**src/rtl/rs_issue_scheduler.sv**
```systemverilog
// Reservation station: holds renamed ops, snoops writeback tags, issues the oldest ready op per FU.
// Build option RS_FAST_WAKEUP_EN lets same-cycle broadcasts feed selection.
module rs_issue_scheduler #(
   parameter int RS_DEPTH = 16,
   parameter int NUM_FU   = 3,
   parameter int PREG_W   = 6,
   parameter int ROB_W    = 4,
   parameter int OP_W     = 7
) (
   input  logic                     clk,
   input  logic                     rst,
   input  logic                     flush,
   input  logic                     disp_valid,
   output logic                     disp_ready,
   input  logic [OP_W-1:0]          disp_op,
   input  logic [PREG_W-1:0]        disp_pd,
   input  logic [PREG_W-1:0]        disp_ps1,
   input  logic                     disp_ps1_rdy,
   input  logic [PREG_W-1:0]        disp_ps2,
   input  logic                     disp_ps2_rdy,
   input  logic [1:0]               disp_fu,
   input  logic [ROB_W-1:0]         disp_rob,
   input  logic [NUM_FU-1:0]        wb_valid,
   input  logic [NUM_FU*PREG_W-1:0] wb_preg,
   input  logic [NUM_FU-1:0]        fu_busy,
   output logic [NUM_FU-1:0]        issue_valid,
   output logic [NUM_FU*OP_W-1:0]   issue_op,
   output logic [NUM_FU*PREG_W-1:0] issue_pd,
   output logic [NUM_FU*PREG_W-1:0] issue_ps1,
   output logic [NUM_FU*PREG_W-1:0] issue_ps2,
   output logic [NUM_FU*ROB_W-1:0]  issue_rob,
   output logic [4:0]               occupancy,
   output logic                     err_fu
);
   localparam int IDX_W = (RS_DEPTH > 1) ? $clog2(RS_DEPTH) : 1;

   logic [RS_DEPTH-1:0] r_valid, r_rdy1, r_rdy2;
   logic [OP_W-1:0]     r_op  [RS_DEPTH];
   logic [PREG_W-1:0]   r_pd  [RS_DEPTH];
   logic [PREG_W-1:0]   r_ps1 [RS_DEPTH];
   logic [PREG_W-1:0]   r_ps2 [RS_DEPTH];
   logic [1:0]          r_fu  [RS_DEPTH];
   logic [ROB_W-1:0]    r_rob [RS_DEPTH];
   // r_older[r][j] set means row j was allocated before row r
   logic [RS_DEPTH-1:0] r_older [RS_DEPTH];

   logic [RS_DEPTH-1:0] w_wake1, w_wake2, w_sel_rdy1, w_sel_rdy2, w_issue_rows;
   logic                w_byp1, w_byp2, w_alloc_hit, w_fu_bad, w_disp_fire, w_accept;
   logic [IDX_W-1:0]    w_alloc_idx;
   logic [NUM_FU-1:0]   w_iss;
   logic [IDX_W-1:0]    w_iss_idx [NUM_FU];
   logic [4:0]          w_nissue;

   function automatic logic f_snoop(input logic [PREG_W-1:0] src,
                                    input logic [NUM_FU-1:0] v,
                                    input logic [NUM_FU*PREG_W-1:0] p);
      logic hit;
      hit = 1'b0;
      for (int unsigned k = 0; k < NUM_FU; k++)
         if (v[k] && p[k*PREG_W +: PREG_W] == src) hit = 1'b1;
      return hit;
   endfunction

   assign disp_ready = (32'(occupancy) < RS_DEPTH);

   always_comb begin
      logic [RS_DEPTH-1:0] cand;
      w_wake1 = '0;
      w_wake2 = '0;
      for (int unsigned r = 0; r < RS_DEPTH; r++) begin
         w_wake1[r] = f_snoop(r_ps1[r], wb_valid, wb_preg);
         w_wake2[r] = f_snoop(r_ps2[r], wb_valid, wb_preg);
      end
      w_byp1 = f_snoop(disp_ps1, wb_valid, wb_preg);
      w_byp2 = f_snoop(disp_ps2, wb_valid, wb_preg);
`ifdef RS_FAST_WAKEUP_EN
      w_sel_rdy1 = r_rdy1 | w_wake1;
      w_sel_rdy2 = r_rdy2 | w_wake2;
`else
      w_sel_rdy1 = r_rdy1;
      w_sel_rdy2 = r_rdy2;
`endif
      w_alloc_hit = 1'b0;
      w_alloc_idx = '0;
      for (int unsigned r = 0; r < RS_DEPTH; r++)
         if (!r_valid[r] && !w_alloc_hit) begin
            w_alloc_hit = 1'b1;
            w_alloc_idx = IDX_W'(r);
         end
      w_fu_bad    = (32'(disp_fu) >= NUM_FU);
      w_disp_fire = disp_valid && disp_ready && !flush;
      w_accept    = w_disp_fire && !w_fu_bad && w_alloc_hit;

      w_issue_rows = '0;
      w_iss        = '0;
      w_nissue     = '0;
      for (int unsigned f = 0; f < NUM_FU; f++) begin
         cand         = '0;
         w_iss_idx[f] = '0;
         for (int unsigned r = 0; r < RS_DEPTH; r++)
            cand[r] = r_valid[r] && w_sel_rdy1[r] && w_sel_rdy2[r] && (32'(r_fu[r]) == f);
         // the oldest candidate is the one with no older candidate in its age row
         for (int unsigned r = 0; r < RS_DEPTH; r++)
            if (cand[r] && !(|(cand & r_older[r]))) begin
               w_iss_idx[f] = IDX_W'(r);
               w_iss[f]     = !fu_busy[f] && !flush;
            end
         if (w_iss[f]) begin
            w_issue_rows[w_iss_idx[f]] = 1'b1;
            w_nissue = w_nissue + 5'd1;
         end
      end
   end

   always_ff @(posedge clk or posedge rst) begin
      if (rst) begin
         r_valid     <= '0;
         for (int unsigned r = 0; r < RS_DEPTH; r++) r_older[r] <= '0;
         issue_valid <= '0;
         issue_op    <= '0;
         issue_pd    <= '0;
         issue_ps1   <= '0;
         issue_ps2   <= '0;
         issue_rob   <= '0;
         occupancy   <= '0;
         err_fu      <= 1'b0;
      end else begin
         if (w_disp_fire && w_fu_bad) err_fu <= 1'b1;
         if (flush) begin
            r_valid     <= '0;
            issue_valid <= '0;
            occupancy   <= '0;
         end else begin
            issue_valid <= w_iss;
            occupancy   <= occupancy + 5'(w_accept) - w_nissue;
            r_valid     <= r_valid & ~w_issue_rows;
            for (int unsigned f = 0; f < NUM_FU; f++)
               if (w_iss[f]) begin
                  issue_op [f*OP_W   +: OP_W]   <= r_op [w_iss_idx[f]];
                  issue_pd [f*PREG_W +: PREG_W] <= r_pd [w_iss_idx[f]];
                  issue_ps1[f*PREG_W +: PREG_W] <= r_ps1[w_iss_idx[f]];
                  issue_ps2[f*PREG_W +: PREG_W] <= r_ps2[w_iss_idx[f]];
                  issue_rob[f*ROB_W  +: ROB_W]  <= r_rob[w_iss_idx[f]];
               end
            if (w_accept) begin
               r_valid[w_alloc_idx] <= 1'b1;
               r_older[w_alloc_idx] <= r_valid;
               for (int unsigned r = 0; r < RS_DEPTH; r++)
                  if (IDX_W'(r) != w_alloc_idx) r_older[r][w_alloc_idx] <= 1'b0;
            end
         end
      end
   end

   // Payload and ready bits are qualified by r_valid, so they need no reset.
   always_ff @(posedge clk) begin
      r_rdy1 <= r_rdy1 | w_wake1;
      r_rdy2 <= r_rdy2 | w_wake2;
      if (w_accept) begin
         r_op [w_alloc_idx]  <= disp_op;
         r_pd [w_alloc_idx]  <= disp_pd;
         r_ps1[w_alloc_idx]  <= disp_ps1;
         r_ps2[w_alloc_idx]  <= disp_ps2;
         r_fu [w_alloc_idx]  <= disp_fu;
         r_rob[w_alloc_idx]  <= disp_rob;
         r_rdy1[w_alloc_idx] <= disp_ps1_rdy | w_byp1;
         r_rdy2[w_alloc_idx] <= disp_ps2_rdy | w_byp2;
      end
   end

endmodule

```
**config.mk**
```make
export PLATFORM = sky130hd
export DESIGN_NAME = rs_issue_scheduler
export DESIGN_NICKNAME = d
export VERILOG_FILES = /design/src/rtl/rs_issue_scheduler.sv
export SDC_FILE = /design/constraint.sdc
export NUM_CORES = 2
export LEC_CHECK = 0
export BUFFER_PORTS_ARGS = -buffer_cell sky130_fd_sc_hd__buf_2
export CAP_MARGIN = 10
export CELL_PAD_IN_SITES_DETAIL_PLACEMENT = 1
export CELL_PAD_IN_SITES_GLOBAL_PLACEMENT = 1
export CORE_MARGIN = 10
export CORE_UTILIZATION = 35
export DETAILED_ROUTE_END_ITERATION = 10
export PLACE_DENSITY = 0.7
export SETUP_SLACK_MARGIN = 0.1
export SLEW_MARGIN = 25
export SYNTH_ARGS = -nofsm -noshare
export SYNTH_HDL_FRONTEND = slang
export SYNTH_SLANG_ARGS = --single-unit
```
**constraint.sdc**
```tcl
create_clock -name clk -period 36.6 [get_ports clk]
set_clock_uncertainty 0.2 [all_clocks]
set_input_delay 7.32 -clock clk [delete_from_list [all_inputs] [get_ports clk]]
set_output_delay 7.32 -clock clk [all_outputs]
set_load 0.005 [all_outputs]
```
* After elaboration in Yosys (flattened, before gate mapping)
Memories as Yosys holds them, arrays and structs flattened. A register that Yosys moved wholly into a read port is not among the register bits.
Index checks and enable logic that the tools add are counted.
** Operators by class
- Equal/unequal tests :: 149
- Bitwise logic cells :: 76
- Order comparisons :: 12
- Add/subtract/negate cells :: 4
- Reduce and logical (&&, ||, !) cells :: 409
- Muxes and demuxes :: 269
** Operator list (number)
- 16-bit AND :: 65
- 16-bit OR reduction :: 48
- 6-bit equality test :: 102
- 16-bit two-way mux :: 24
- 1-bit logical AND :: 258
- 256-bit bitwise mux :: 1
- 4-bit two-way mux :: 56
- 1-bit two-way mux :: 177
- 1-bit zero test :: 82
- 16-bit bitwise OR :: 5
- 16-bit demux with 4-bit select :: 1
- 16-bit bitwise mux :: 2
- 2-bit by 1-bit equality test with 1-bit output (second input constant) :: 16
- 2-bit equality test (second input constant) :: 16
- 2-bit zero test :: 16
- 4-bit != test (first input constant) :: 8
- 16-bit inverter :: 2
- 4-bit by 5-bit less-than comparator with 1-bit output (second input constant) :: 4
- 1-bit demux with 4-bit select :: 4
- 4-bit by 1-bit greater-or-equal comparator with 1-bit output (second input constant) :: 4
- 3-bit by 4-bit != test with 1-bit output (first input constant) :: 4
- 5-bit two-way mux :: 3
- 5-bit by 1-bit adder with 5-bit output (second input constant) :: 2
- 2-bit by 4-bit != test with 1-bit output (first input constant) :: 2
- other kinds (13) :: 17
** Word-level totals
- Word-level logic and storage cells :: 947
- Register bits :: 313
- Bits of input ports :: 61
- Output and inout bits :: 97
- Memories kept :: 6
- RAM bits :: 496
** Memory list
- r_op :: words 16, width 7, read ports 3, clocked after Yosys merged registers in 3, write ports 1, RTL line 38 : logic [OP_W-1:0] r_op [RS_DEPTH];
- r_pd :: words 16, width 6, read ports 3, clocked after Yosys merged registers in 3, write ports 1, RTL line 39 : logic [PREG_W-1:0] r_pd [RS_DEPTH];
- r_ps1 :: words 16, width 6, read ports 19, clocked after Yosys merged registers in 3, write ports 1, RTL line 40 : logic [PREG_W-1:0] r_ps1 [RS_DEPTH];
- r_ps2 :: words 16, width 6, read ports 19, clocked after Yosys merged registers in 3, write ports 1, RTL line 41 : logic [PREG_W-1:0] r_ps2 [RS_DEPTH];
- r_rob :: words 16, width 4, read ports 3, clocked after Yosys merged registers in 3, write ports 1, RTL line 43 : logic [ROB_W-1:0] r_rob [RS_DEPTH];
- r_fu :: words 16, width 2, read ports 16, clocked after Yosys merged registers in 0, write ports 1, RTL line 42 : logic [1:0] r_fu [RS_DEPTH];

* Depth between registers and ports, before layout
- Depth after elaboration :: 53
- Gate-level depth with buffers :: 21
- Gate-level depth less buffers :: 18

* Worst setup path before layout
Ideal clock, no wire load.
- Path type :: input to register
- Start :: input port flush
- End :: register occupancy[4]
- Cell stages on the path :: 15
- Required time :: 36268 ps
- Path slack :: 26081 ps
- Buffers on the path :: 2
- Setup time :: 132 ps
- Arrival :: 10187 ps
- Cell sequence :: clkbuf_1 -> nor2_1 -> o41a_1 -> inv_2 -> buf_1 -> ha_1 -> xnor2_1 -> ha_1 -> inv_1 -> ha_1 -> fa_1 -> a21o_1 -> a21oi_1 -> xnor2_1 -> nor2_1
** On the way
- Word-level cells in the longest chain between the ends :: 25
- Elaborated cells between the ends (all ways) :: 63
- Those cells by class :: add/sub: 4; mux: 52; reduce/logical: 7
** Ends and longest elaborated chain
- start, declared :: RTL line 12 : input logic flush,
- 1-bit zero test :: RTL line 91, 106
- 1-bit logical AND :: RTL line 106 : w_iss[f] = !fu_busy[f] && !flush;
- 1-bit two-way mux (16 in a row) :: RTL line 104 : if (cand[r] && !(|(cand & r_older[r]))) begin
- 1-bit two-way mux :: RTL line 108 : if (w_iss[f]) begin
- 5-bit by 1-bit adder with 5-bit output :: RTL line 110 : w_nissue = w_nissue + 5'd1;
- 5-bit two-way mux :: RTL line 108
- 5-bit by 1-bit adder with 5-bit output :: RTL line 110
- 5-bit two-way mux :: RTL line 108
- 5-bit subtractor :: RTL line 135 : occupancy <= occupancy + 5'(w_accept) - w_nissue;
- 5-bit two-way mux * :: RTL line 129 : if (flush) begin
- end signal, assigned :: RTL line 135
- end, declared :: RTL line 32 : output logic [4:0] occupancy,
Mark *: on every way between the ends. The rest lies on a longest branch, timed or not.
A chain may end at the register's enable or synchronous reset.

* Worst setup path in the final report
Same ends and word-level chain as after synthesis.

==> out/metrics.cfg <==
[logic_synthesis]
synth_flop_cell=edfxtp_1
synth_edf_count=496
yosysSeqAreaShare_pct=43.8
ys_types=121
synth_area_per_cell_um2=9.57
synth_top_family_by_area=simple AND/OR/NAND/NOR gates
muxShareOfSynthArea_pct=6.39
synth_warnings=0
synth_fa_ha_area_share_pct=0.235
syn_area_mm2=0.0565
synthXorXnorAreaFrac_pct=9.56
syn_nets=5977
synth-simple-area-share_pct=17.7
async_reset_ff_share_pct=41.1
synth_seq_cells=896
syn_inst=5906
synth-compound-area-share_pct=16.9

[place]
hpwl_um=217000
place_area_mm2=0.0591
port_buffers=157
place_congestion=1.03
dp_slack_ns=24.99

[detailed_routing]
wire_per_inst_um=42.5
wl_um=341000
drcViolationCount=0
firstDrtPassIters=8
vias_per_cell=7.19
vias=57600
drtIter0Drc=10300
ant_nets=0

[critical_path]
cp.required_ns=37.05
critPathLaunchType=primary input
critPathMostFrequentCell=ha_1
startpoint=flush
path_cells=buf_2 > buf_4 > nor2_1 > o41a_2 > buf_4 > inv_1 > ha_1 > xnor2_1 > ha_1 > inv_1 > ha_1 > fa_1 > a21o_1 > a21oi_1 > xnor2_1 > nor2_1
critPathArrivalTime_ns=11.48
critPathSlowestCell=buf_4
critPathMaxFanout=26
path_class=in2reg
cp-end-kind=flop
crit_buf_inv=5
crit_family=adder cells
r2r-start=r_valid[1]
rrSetupSlack_ns=28.15
critPathMaxStageDelay_ns=0.48

[power]
power.density_cell_area_mw_per_mm2=41.7
peakVddDrop_mv=0.0431
p_switching_uw=776
pwr-share-clk_pct=43.5
p_leak_uw=0.0239
switching_share_pct=29.6
combPwrFrac_pct=10.9
sequentialPowerShare_pct=45.6
p_int_uw=1850

[cells_and_area]
area_growth_pct=11.2
drive_above_1_share_pct=12.3
layout_commonest_cell=nand2_1
final_net_count=5798
final_area_mm2=0.0629
layout_common_cells=504 x nand2_1, 496 x edfxtp_1, 443 x nor2_1, 368 x dfrtp_1, 339 x xnor2_1

[timing]
min_period_ns=11.03
finalHoldViolCount=0
slew_violations=0
fin_ws_ns=25.57
tightestPinTransition_ns=1.26
period_share_pct=30.1
setup_violations=0
relSlewSlack_pct=16.1
tns_ns=0
fmax_ghz=0.0907
rsz0062_at_grt=no

[cts]
tritoncts=yes
cts_root_buf=clkbuf_16
cts.sinks=896
path_clk_slew_ns=0.06
htreeDepth=3
cts_buffer_depth=3
cts-hold-fix-buffers=0
clk_latency_ns=0.84
cts_buffers=104
cts_setup_buffers=0
post_cts_resized=0

[hold_path]
hold_start=err_fu
hold_path.class=reg2reg

[global_route]
grt_pass1_wl_um=465000
grt.total_usage_pct=36.4
grt_max_degree=102
gr-total-overflow=0
grt_pass1_vias=56300
antenna_found_initial=34

[floorplan]
dieArea_mm2=0.178
ioPinCount=158
num_rows=147
core_mm2=0.161
die_width_um=422
die_h_um=422
initial_core_util_pct=35.2

[outcome]
outcome=finished, final reports clean

[job]
drv_cap=0

[worst reg2reg max path: stages (launching register included)]
cell	delay, ns
dfrtp_1	0.86
buf_4	0.34
nand4b_1	0.76
nor2_1	1.10
a221oi_1	0.22
nand3_1	0.29
a211o_4	0.55
nand4_1	0.48
o41a_2	0.55
buf_4	0.32
inv_1	0.50
ha_1	0.38
xnor2_1	0.17
ha_1	0.31
inv_1	0.04
ha_1	0.21
fa_1	0.47
a21o_1	0.20
a21oi_1	0.20
xnor2_1	0.14
nor2_1	0.05
[state kept, by name, summed over array words and instances, names as in the netlist, named ones only]
register     cells
issue_op        21
r_rdy2          16
occupancy        5
r_ps2           96
r_valid         16
issue_valid      3
err_fu           1
issue_ps1       18
r_rob           64
r_older        240
issue_rob       12
issue_ps2       18
r_op           112
r_pd            96
r_rdy1          16
r_fu            32
r_ps1           96
issue_pd        18
[power groups by stage]
stage,Combinational (µW),Sequential (µW),Clock [µW]
6_report,287,1200,1140
5_1_grt,296,1190,1180
4_1_cts,277,1190,1140
3_5_place_dp,275,1210,0
3_3_place_gp,273,1200,0
2_1_floorplan,133,1160,0
[final cells by class]
class                   count  area [µm²]
diodes                     34        85.1
clock buffers             129        2860
clock inverters            69         806
fillers                 17900       97700
inverters                  61         256
multi-input cells        4295       29000
flip-flops and latches    896       24700
well taps                2160        2700
repair buffers            369        2420
[Yosys cell counts, types with 20 or more instances]
cell type	n	area, µm²
o22ai_1	84	526
a2111oi_0	71	622
o211ai_1	50	375
o32a_1	28	280
nand3_1	264	1320
inv_1	57	214
a211oi_1	21	158
o2111ai_1	30	263
and4_1	24	210
buf_6	21	236
mux2_2	45	507
nor3_1	34	170
o21ai_0	188	941
buf_1	98	368
or4_1	36	270
xnor2_1	339	2970
nand4_1	143	895
buf_4	25	188
a221oi_1	53	464
edfxtp_1	496	14900
xor2_1	278	2430
a31oi_1	65	407
dfxtp_1	32	641
dfrtp_1	368	9210
a41oi_1	20	175
a22oi_1	156	1170
clkbuf_1	383	1440
o22a_1	24	210
a21oi_1	319	1600
nand4b_1	29	254
mux2i_1	298	2980
nand2_1	510	1910
nor4_1	139	870
buf_2	115	576
a22o_1	23	201
nor2_1	455	1710
and3_1	131	820
and2_1	49	307
a21o_1	27	203
[per-layer routing]
metal  wire, µm  part of all wire, %  vias to the layer above  GRT usage [%]
li1           -                    -                    21600              -
met1     123000                   36                    28800           45.2
met2     139000                   41                     5532           51.9
met3      48900                   14                     1686           13.3
met4      29800                  8.7                       21           25.6
met5        255                0.075                        -          0.564
[logic make-up (layout without fill, tap and decap cells)]
family                   Yosys count  count (layout)
XOR/XNOR                         617             617
multiplexers                     354             354
flip-flops                       896             896
AO/OA/AOI/OAI                   1355            1355
buffers and inverters            715             628
other                              0              34
adder cells (fa/ha/maj)           10              10
AND/OR/NAND/NOR                 1959            1959
[metrics by stage]
stage                     hold slack (ns)  utilization [%]  power [µW]  instances
after floorplan                     0.255                -        1300       5906
after global placement              0.256             36.8        1480       7778
after CTS                           0.274             39.1        2600       7979
after detailed placement            0.259             36.8        1480       7781
final                               0.265             39.1        2620       8013
after global routing                0.281             39.1        2670       7982
[path summary, 6_finish.rpt]
path,depth (start not counted),to
worst min register to register,1,err_fu
max in group asynchronous,4,issue_pd[7]
min in group asynchronous,2,r_older[214]
worst min-delay path,1,err_fu
worst max-delay path,16,occupancy[4]
worst max register to register,20,occupancy[4]
Power figures use the tool's default switching activity.
